## config.mk

```make
export PLATFORM = sky130hd
export DESIGN_NAME = ltl_report_collector
export DESIGN_NICKNAME = d
export VERILOG_FILES = /design/src/rtl/ltl_report_collector.sv
export SDC_FILE = /design/constraint.sdc
export NUM_CORES = 1
export LEC_CHECK = 0
export CORE_MARGIN = 1.5
export CORE_UTILIZATION = 40
export CTS_CLUSTER_DIAMETER = 120
export DETAILED_ROUTE_END_ITERATION = 8
export PLACE_DENSITY = 0.59
export SLEW_MARGIN = 40
export SYNTH_ARGS = -nofsm -noshare
export SYNTH_HDL_FRONTEND = slang
export SYNTH_SLANG_ARGS = --single-unit
```

## constraint.sdc

```tcl
create_clock -name clk -period 9.45 [get_ports clk]
set_input_delay 1.89 -clock clk [delete_from_list [all_inputs] [get_ports clk]]
set_output_delay 1.89 -clock clk [all_outputs]
set_load 0.005 [all_outputs]
```

## src/rtl/ltl_report_collector.sv

```systemverilog
// Timestamps LTL monitor report lines and queues them in a FIFO drained over valid/ready.
// Optional LTL_REPORT_EDGE_EN: queue a report bit only on its 0->1 transition.
module ltl_report_collector #(
  parameter int NUM_REPORTS = 4,
  parameter int SYM_W       = 8,
  parameter int FIFO_DEPTH  = 8,
  parameter int CYCLE_W     = 32,
  parameter int CNT_W       = 16
) (
  input  logic                   clk,
  input  logic                   reset,
  input  logic                   run,
  input  logic [SYM_W-1:0]       symbols,
  input  logic [NUM_REPORTS-1:0] report_in,
  output logic                   out_valid,
  input  logic                   out_ready,
  output logic [NUM_REPORTS-1:0] out_report_vec,
  output logic [CYCLE_W-1:0]     out_cycle,
  output logic [SYM_W-1:0]       out_symbol,
  output logic                   overflow,
  output logic [CNT_W-1:0]       report_count,
  output logic [CNT_W-1:0]       drop_count
);

  localparam int AW = $clog2(FIFO_DEPTH);
  localparam logic [AW:0] DEPTH_C = (AW+1)'(FIFO_DEPTH);

  logic [NUM_REPORTS-1:0] r_mem_vec [FIFO_DEPTH];
  logic [CYCLE_W-1:0]     r_mem_cyc [FIFO_DEPTH];
  logic [SYM_W-1:0]       r_mem_sym [FIFO_DEPTH];

  logic [AW-1:0]          r_wr_ptr;
  logic [AW-1:0]          r_rd_ptr;
  logic [AW:0]            r_occ;
  logic [CYCLE_W-1:0]     r_cycle_ctr;
  logic [CYCLE_W-1:0]     r_cyc_d;
  logic [SYM_W-1:0]       r_sym_d;
  logic                   r_run_d;
  logic                   r_overflow;
  logic [CNT_W-1:0]       r_rep_cnt;
  logic [CNT_W-1:0]       r_drop_cnt;

  logic [NUM_REPORTS-1:0] w_cand;
  logic                   w_valid;
  logic                   w_push;
  logic                   w_pop;
  logic                   w_accept;
  logic                   w_drop;

`ifdef LTL_REPORT_EDGE_EN
  logic [NUM_REPORTS-1:0] r_prev_report;

  always_ff @(posedge clk) begin
    if (!reset) begin
      r_prev_report <= '0;
    end else if (r_run_d) begin
      r_prev_report <= report_in;
    end
  end

  assign w_cand = report_in & ~r_prev_report;
`else
  assign w_cand = report_in;
`endif

  assign w_valid  = (r_occ != '0);
  assign w_pop    = w_valid & out_ready;
  assign w_push   = r_run_d & (|w_cand);
  // A full FIFO still takes a push when the head leaves in the same cycle
  assign w_accept = w_push & ((r_occ != DEPTH_C) | w_pop);
  assign w_drop   = w_push & ~w_accept;

  always_ff @(posedge clk) begin
    if (w_accept) begin
      r_mem_vec[r_wr_ptr] <= w_cand;
      r_mem_cyc[r_wr_ptr] <= r_cyc_d;
      r_mem_sym[r_wr_ptr] <= r_sym_d;
    end
  end

  always_ff @(posedge clk) begin
    if (!reset) begin
      r_wr_ptr    <= '0;
      r_rd_ptr    <= '0;
      r_occ       <= '0;
      r_cycle_ctr <= '0;
      r_cyc_d     <= '0;
      r_sym_d     <= '0;
      r_run_d     <= 1'b0;
      r_overflow  <= 1'b0;
      r_rep_cnt   <= '0;
      r_drop_cnt  <= '0;
    end else begin
      r_run_d <= run;
      if (run) begin
        r_sym_d     <= symbols;
        r_cyc_d     <= r_cycle_ctr;
        r_cycle_ctr <= r_cycle_ctr + 1'b1;
      end
      if (w_accept) begin
        r_wr_ptr <= r_wr_ptr + 1'b1;
        if (r_rep_cnt != '1) begin
          r_rep_cnt <= r_rep_cnt + 1'b1;
        end
      end
      if (w_pop) begin
        r_rd_ptr <= r_rd_ptr + 1'b1;
      end
      if (w_accept & ~w_pop) begin
        r_occ <= r_occ + 1'b1;
      end else if (~w_accept & w_pop) begin
        r_occ <= r_occ - 1'b1;
      end
      if (w_drop) begin
        r_overflow <= 1'b1;
        if (r_drop_cnt != '1) begin
          r_drop_cnt <= r_drop_cnt + 1'b1;
        end
      end
    end
  end

  assign out_valid      = w_valid;
  assign out_report_vec = w_valid ? r_mem_vec[r_rd_ptr] : '0;
  assign out_cycle      = w_valid ? r_mem_cyc[r_rd_ptr] : '0;
  assign out_symbol     = w_valid ? r_mem_sym[r_rd_ptr] : '0;
  assign overflow       = r_overflow;
  assign report_count   = r_rep_cnt;
  assign drop_count     = r_drop_cnt;

endmodule
```

# Word level (Yosys, flattened, before mapping)
# Memory sizes are Yosys's and may differ from the RTL's. A register that Yosys moved wholly into a read port is not among the register bits.
# Cells that the tools add are included.
dict set report classes {
  addsub 7
  eq_ne 3
  n_mux 13
  bitwise_logic 9
  reduce_logical 5
}
# operator n
set op_table {}
lappend op_table {{adder 16 x 1 -> 16 bit, second input constant} 2}
lappend op_table {{adder 32 x 1 -> 32 bit, second input constant} 1}
lappend op_table {{2-to-1 mux 32 bit} 1}
lappend op_table {{!= test 16 bit, second input constant} 2}
lappend op_table {{2-to-1 mux 3 bit} 6}
lappend op_table {{2-to-1 mux 4 bit} 3}
lappend op_table {{2-to-1 mux 8 bit} 1}
lappend op_table {{adder 3 x 1 -> 3 bit, second input constant} 2}
lappend op_table {{bitwise AND 1 bit} 6}
lappend op_table {{adder 4 x 1 -> 4 bit, second input constant} 1}
lappend op_table {{!= test 4 bit, second input constant} 1}
lappend op_table {{AND reduction 2 bit} 2}
lappend op_table {{nonzero test 4 bit} 1}
lappend op_table {{OR reduction 4 bit} 1}
lappend op_table {{subtractor 4 x 1 -> 4 bit, second input constant} 1}
lappend op_table {{2-to-1 mux 1 bit} 2}
lappend op_table {{NOT 1 bit} 2}
lappend op_table {{nonzero test 2 bit} 1}
lappend op_table {{OR 1 bit} 1}
dict set report totals {
  regBits 116
  ram_bits 352
  in_bits 16
  word_cells 50
  n_memories 3
}
# memory words width read_ports rd_ports_with_merged_regs wr line_no
set mem_list {}
lappend mem_list {r_mem_cyc 8 32 1 1 1 29} ;# logic [CYCLE_W-1:0] r_mem_cyc [FIFO_DEPTH];
lappend mem_list {r_mem_sym 8 8 1 1 1 30} ;# logic [SYM_W-1:0] r_mem_sym [FIFO_DEPTH];
lappend mem_list {r_mem_vec 8 4 1 1 1 28} ;# logic [NUM_REPORTS-1:0] r_mem_vec [FIFO_DEPTH];

# Depth between registers and ports, before layout
dict set report depth {
  depth_word 8
  ltp_mapped 12
  mapped_depth_nobuf 11
}

# Worst setup path before layout
# No wires, ideal clock.
dict set report synth_path {
  path_type {input to register}
  start {input port report_in[1]}
  end {memory r_mem_cyc[4][0], enable pin}
  setup_ns 0.570
  arrival_ns 7.208
  required_ns 8.880
  setup_slack_ns 1.672
  path_stages 5
  cell_sequence {o41a_1 -> a21bo_2 -> buf_2 -> buf_1 -> nor4b_1}
}
dict set report synth_via {
  elab_chain_len 5
}
# element line_no
set synth_lines {}
lappend synth_lines {{start, declared} 14} ;# input logic [NUM_REPORTS-1:0] report_in,
lappend synth_lines {{OR reduction 4 bit} 68} ;# assign w_push = r_run_d & (|w_cand);
lappend synth_lines {{bitwise AND 1 bit} 68}
lappend synth_lines {{bitwise AND 1 bit} 70} ;# assign w_accept = w_push & ((r_occ != DEPTH_C) | w_pop);
lappend synth_lines {{2-to-1 mux 1 bit} 74} ;# if (w_accept) begin
lappend synth_lines {{2-to-1 mux 1 bit (implied by the code)} 76} ;# r_mem_cyc[r_wr_ptr] <= r_cyc_d;
lappend synth_lines {{end, declared} 29}
# Every way passes these cells.

==> impl_metrics.json <==
{
  "ir_drop_mv": 0.124,
  "synthFlopType": "edfxtp_1",
  "fin_crit_sh_pct": 56.0,
  "nNetsFinal": 1258,
  "criticalPathCategory": "register to primary output",
  "cts.root.buffer_cell": "clkbuf_16",
  "finalHoldViolations": 0,
  "die_x_microns": 218,
  "start_util_pct": 40.6,
  "cp-end-kind": "primary output",
  "core_area_sq_um": 45500,
  "ys_seq_area_share_pct": 70.2,
  "finalInstanceArea_sq_um": 21700,
  "status": "finished, final reports clean",
  "hold_class": "register to register",
  "clkLatencyLatePin_ns": 0.58,
  "power_density_nw_per_um2": 227,
  "io_pins": 94,
  "cts.htree.levels": 2,
  "hold_buffers": 0,
  "cap_violations": 0,
  "io_buffers": 93,
  "wl_per_cell_microns": 20.0,
  "synthToLayoutAreaGrowth_pct": 17.7,
  "overflow": 0,
  "dpl.hpwl_mm": 20.0,
  "layout_commonest_cell": "edfxtp_1",
  "vias_per_cell": 5.20,
  "fmax_mhz": 189,
  "vias": 9728,
  "drive_above_1_share_pct": 16.7,
  "worst_pin_slew_ns": 0.828,
  "antenna_found_initial": 0,
  "regArea_sq_um": 13000,
  "setup-tns-final_ns": 0,
  "numCtsBuffers": 49,
  "die-area_sq_um": 47400,
  "grt_max_degree": 91,
  "placed_area_sq_um": 20100,
  "synthArstFlopShare_pct": 0,
  "layout_common_cells": "352 x edfxtp_1, 155 x nor2_1, 116 x dfxtp_1",
  "cp_max_fo": 35,
  "rsz0062_at_grt": "no",
  "report.final.slew_viol_count": 0,
  "p_leak_nw": 7.25,
  "multi_input_area_sq_um": 5280,
  "critPathLaunchType": "register",
  "synth_edf_count": 352,
  "first_pass_iters": 5,
  "grt_pass1_vias": 10200,
  "finalClockSkew_ns": 0.0289,
  "num_rows": 78,
  "grt_usage_pct": 16.2,
  "nFillCells": 3920,
  "setup_viol": 0,
  "clock_path_buffers": 3,
  "ys_seq_elements": 471,
  "cts_resized": 0,
  "wirelength_mm": 37.5,
  "syn_inst": 1125,
  "drtIter0Drc": 661,
  "grt_pass1_wl_mm": 58.9,
  "tritoncts": "yes",
  "post_synth_instance_area_sq_um": 18500,
  "synth_cell_types": 50,
  "die_h_microns": 218,
  "clock_sinks": 471,
  "ant_nets": 0,
  "n_antenna_cell": 0,
  "drcViolationCount": 0,
  "synth.net_count": 1150,
  "required_ns": 7.56,
  "slew_headroom_pct": 44.6,
  "postCtsSetupBuffers": 0,
  "final.min_clock_period_ns": 5.29,
  "syn_avg_cell_area_sq_um": 16.4,
  "arrival_ns": 3.40,
  "place_congestion": 0.742,
  "yosysWarnings": 0,
  "path_clk_slew_ns": 0.06
}
## stage by stage
step	cells	hold WS [ns]	worst slack [ns]	power, mW	util, %
2_1_floorplan	1125	0.442	1.67	2.79	-
3_3_place_gp	1781	0.442	4.19	3.12	44.2
3_5_place_dp	1782	0.444	4.14	3.12	44.3
4_1_cts	1872	0.458	3.97	5.00	47.7
5_1_grt	1872	0.492	3.87	5.13	47.7
6_report	1872	0.452	4.16	4.93	47.7
## path summary, 6_finish.rpt
check | depth (start not counted) | end | start | slack, ns
worst max-delay path | 5 | out_symbol[5] | register | 4.16
worst min-delay path | 2 | overflow | overflow | 0.45
worst max register to register | 12 | r_occ[3] | r_occ[0] | 6.22
worst min register to register | 2 | overflow | overflow | 0.45
## area by class of cell
type                            instances  area share [%]
Sequential cell                       471            59.7
Multi-Input combinational cell        585            24.3
Tap cell                              600            3.46
Inverter                               13           0.231
Clock buffer                           61            6.04
Clock inverter                         29            1.19
Timing Repair Buffer                  113            5.08
## synthesized netlist by cell type, types with 12 or more instances
cell | number | share of area [%]
nor3_1 | 21 | 0.57
clkbuf_1 | 30 | 0.61
buf_1 | 12 | 0.24
xor2_1 | 15 | 0.71
mux4_2 | 88 | 11
mux2i_1 | 91 | 4.9
nand4_1 | 15 | 0.51
nand3_1 | 26 | 0.71
inv_1 | 12 | 0.24
dfxtp_1 | 119 | 13
nor2_1 | 156 | 3.2
edfxtp_1 | 352 | 57
xnor2_1 | 41 | 1.9
nand2_1 | 39 | 0.79
## routing by layer
| layer | share of wire [%] | up-vias | global-route usage, % |
|---|---|---|---|
| met1 | 46 | 5000 | 22.2 |
| met2 | 48 | 166 | 26.6 |
| met3 | 4.1 | 45 | 3.26 |
| li1 | - | 4517 | - |
| met5 | 0 | - | 0 |
| met4 | 1.8 | 0 | 4.09 |
## power by group
group	switching, mW	leakage (nW)	internal (mW)
sequential	0.0584	4.47	2.24
combinational	0.335	2.03	0.418
clock	0.778	0.759	1.09
total	1.17	7.25	3.76
## kinds of logic after synthesis
logic type      Yosys count  synth area share (%)
simple gates            312                  8.29
compound gates           29                 0.977
mux                     179                  15.7
fa+ha+maj                 9                 0.651
xor+xnor                 56                  2.66
flops                   471                  70.2
buf+inv                  69                  1.55
## critical path: stages, from the launching register on
cell and delay, ns:
dfxtp_4 0.76, buf_4 0.70, mux4_2 0.60, mux2i_1 0.20
nor2_1 0.06, clkdlybuf4s50_1 0.47
## flip-flops by register name, summed over array words and instances, names as in the netlist, named ones only
| register | flops |
|---|---|
| drop_count | 16 |
| overflow | 1 |
| r_cyc_d | 32 |
| r_cycle_ctr | 32 |
| r_mem_cyc | 256 |
| r_mem_sym | 64 |
| r_mem_vec | 32 |
| r_occ | 4 |
| r_rd_ptr | 3 |
| r_run_d | 1 |
| r_sym_d | 8 |
| r_wr_ptr | 3 |
| report_count | 16 |
Power figures use the tool's default switching activity.
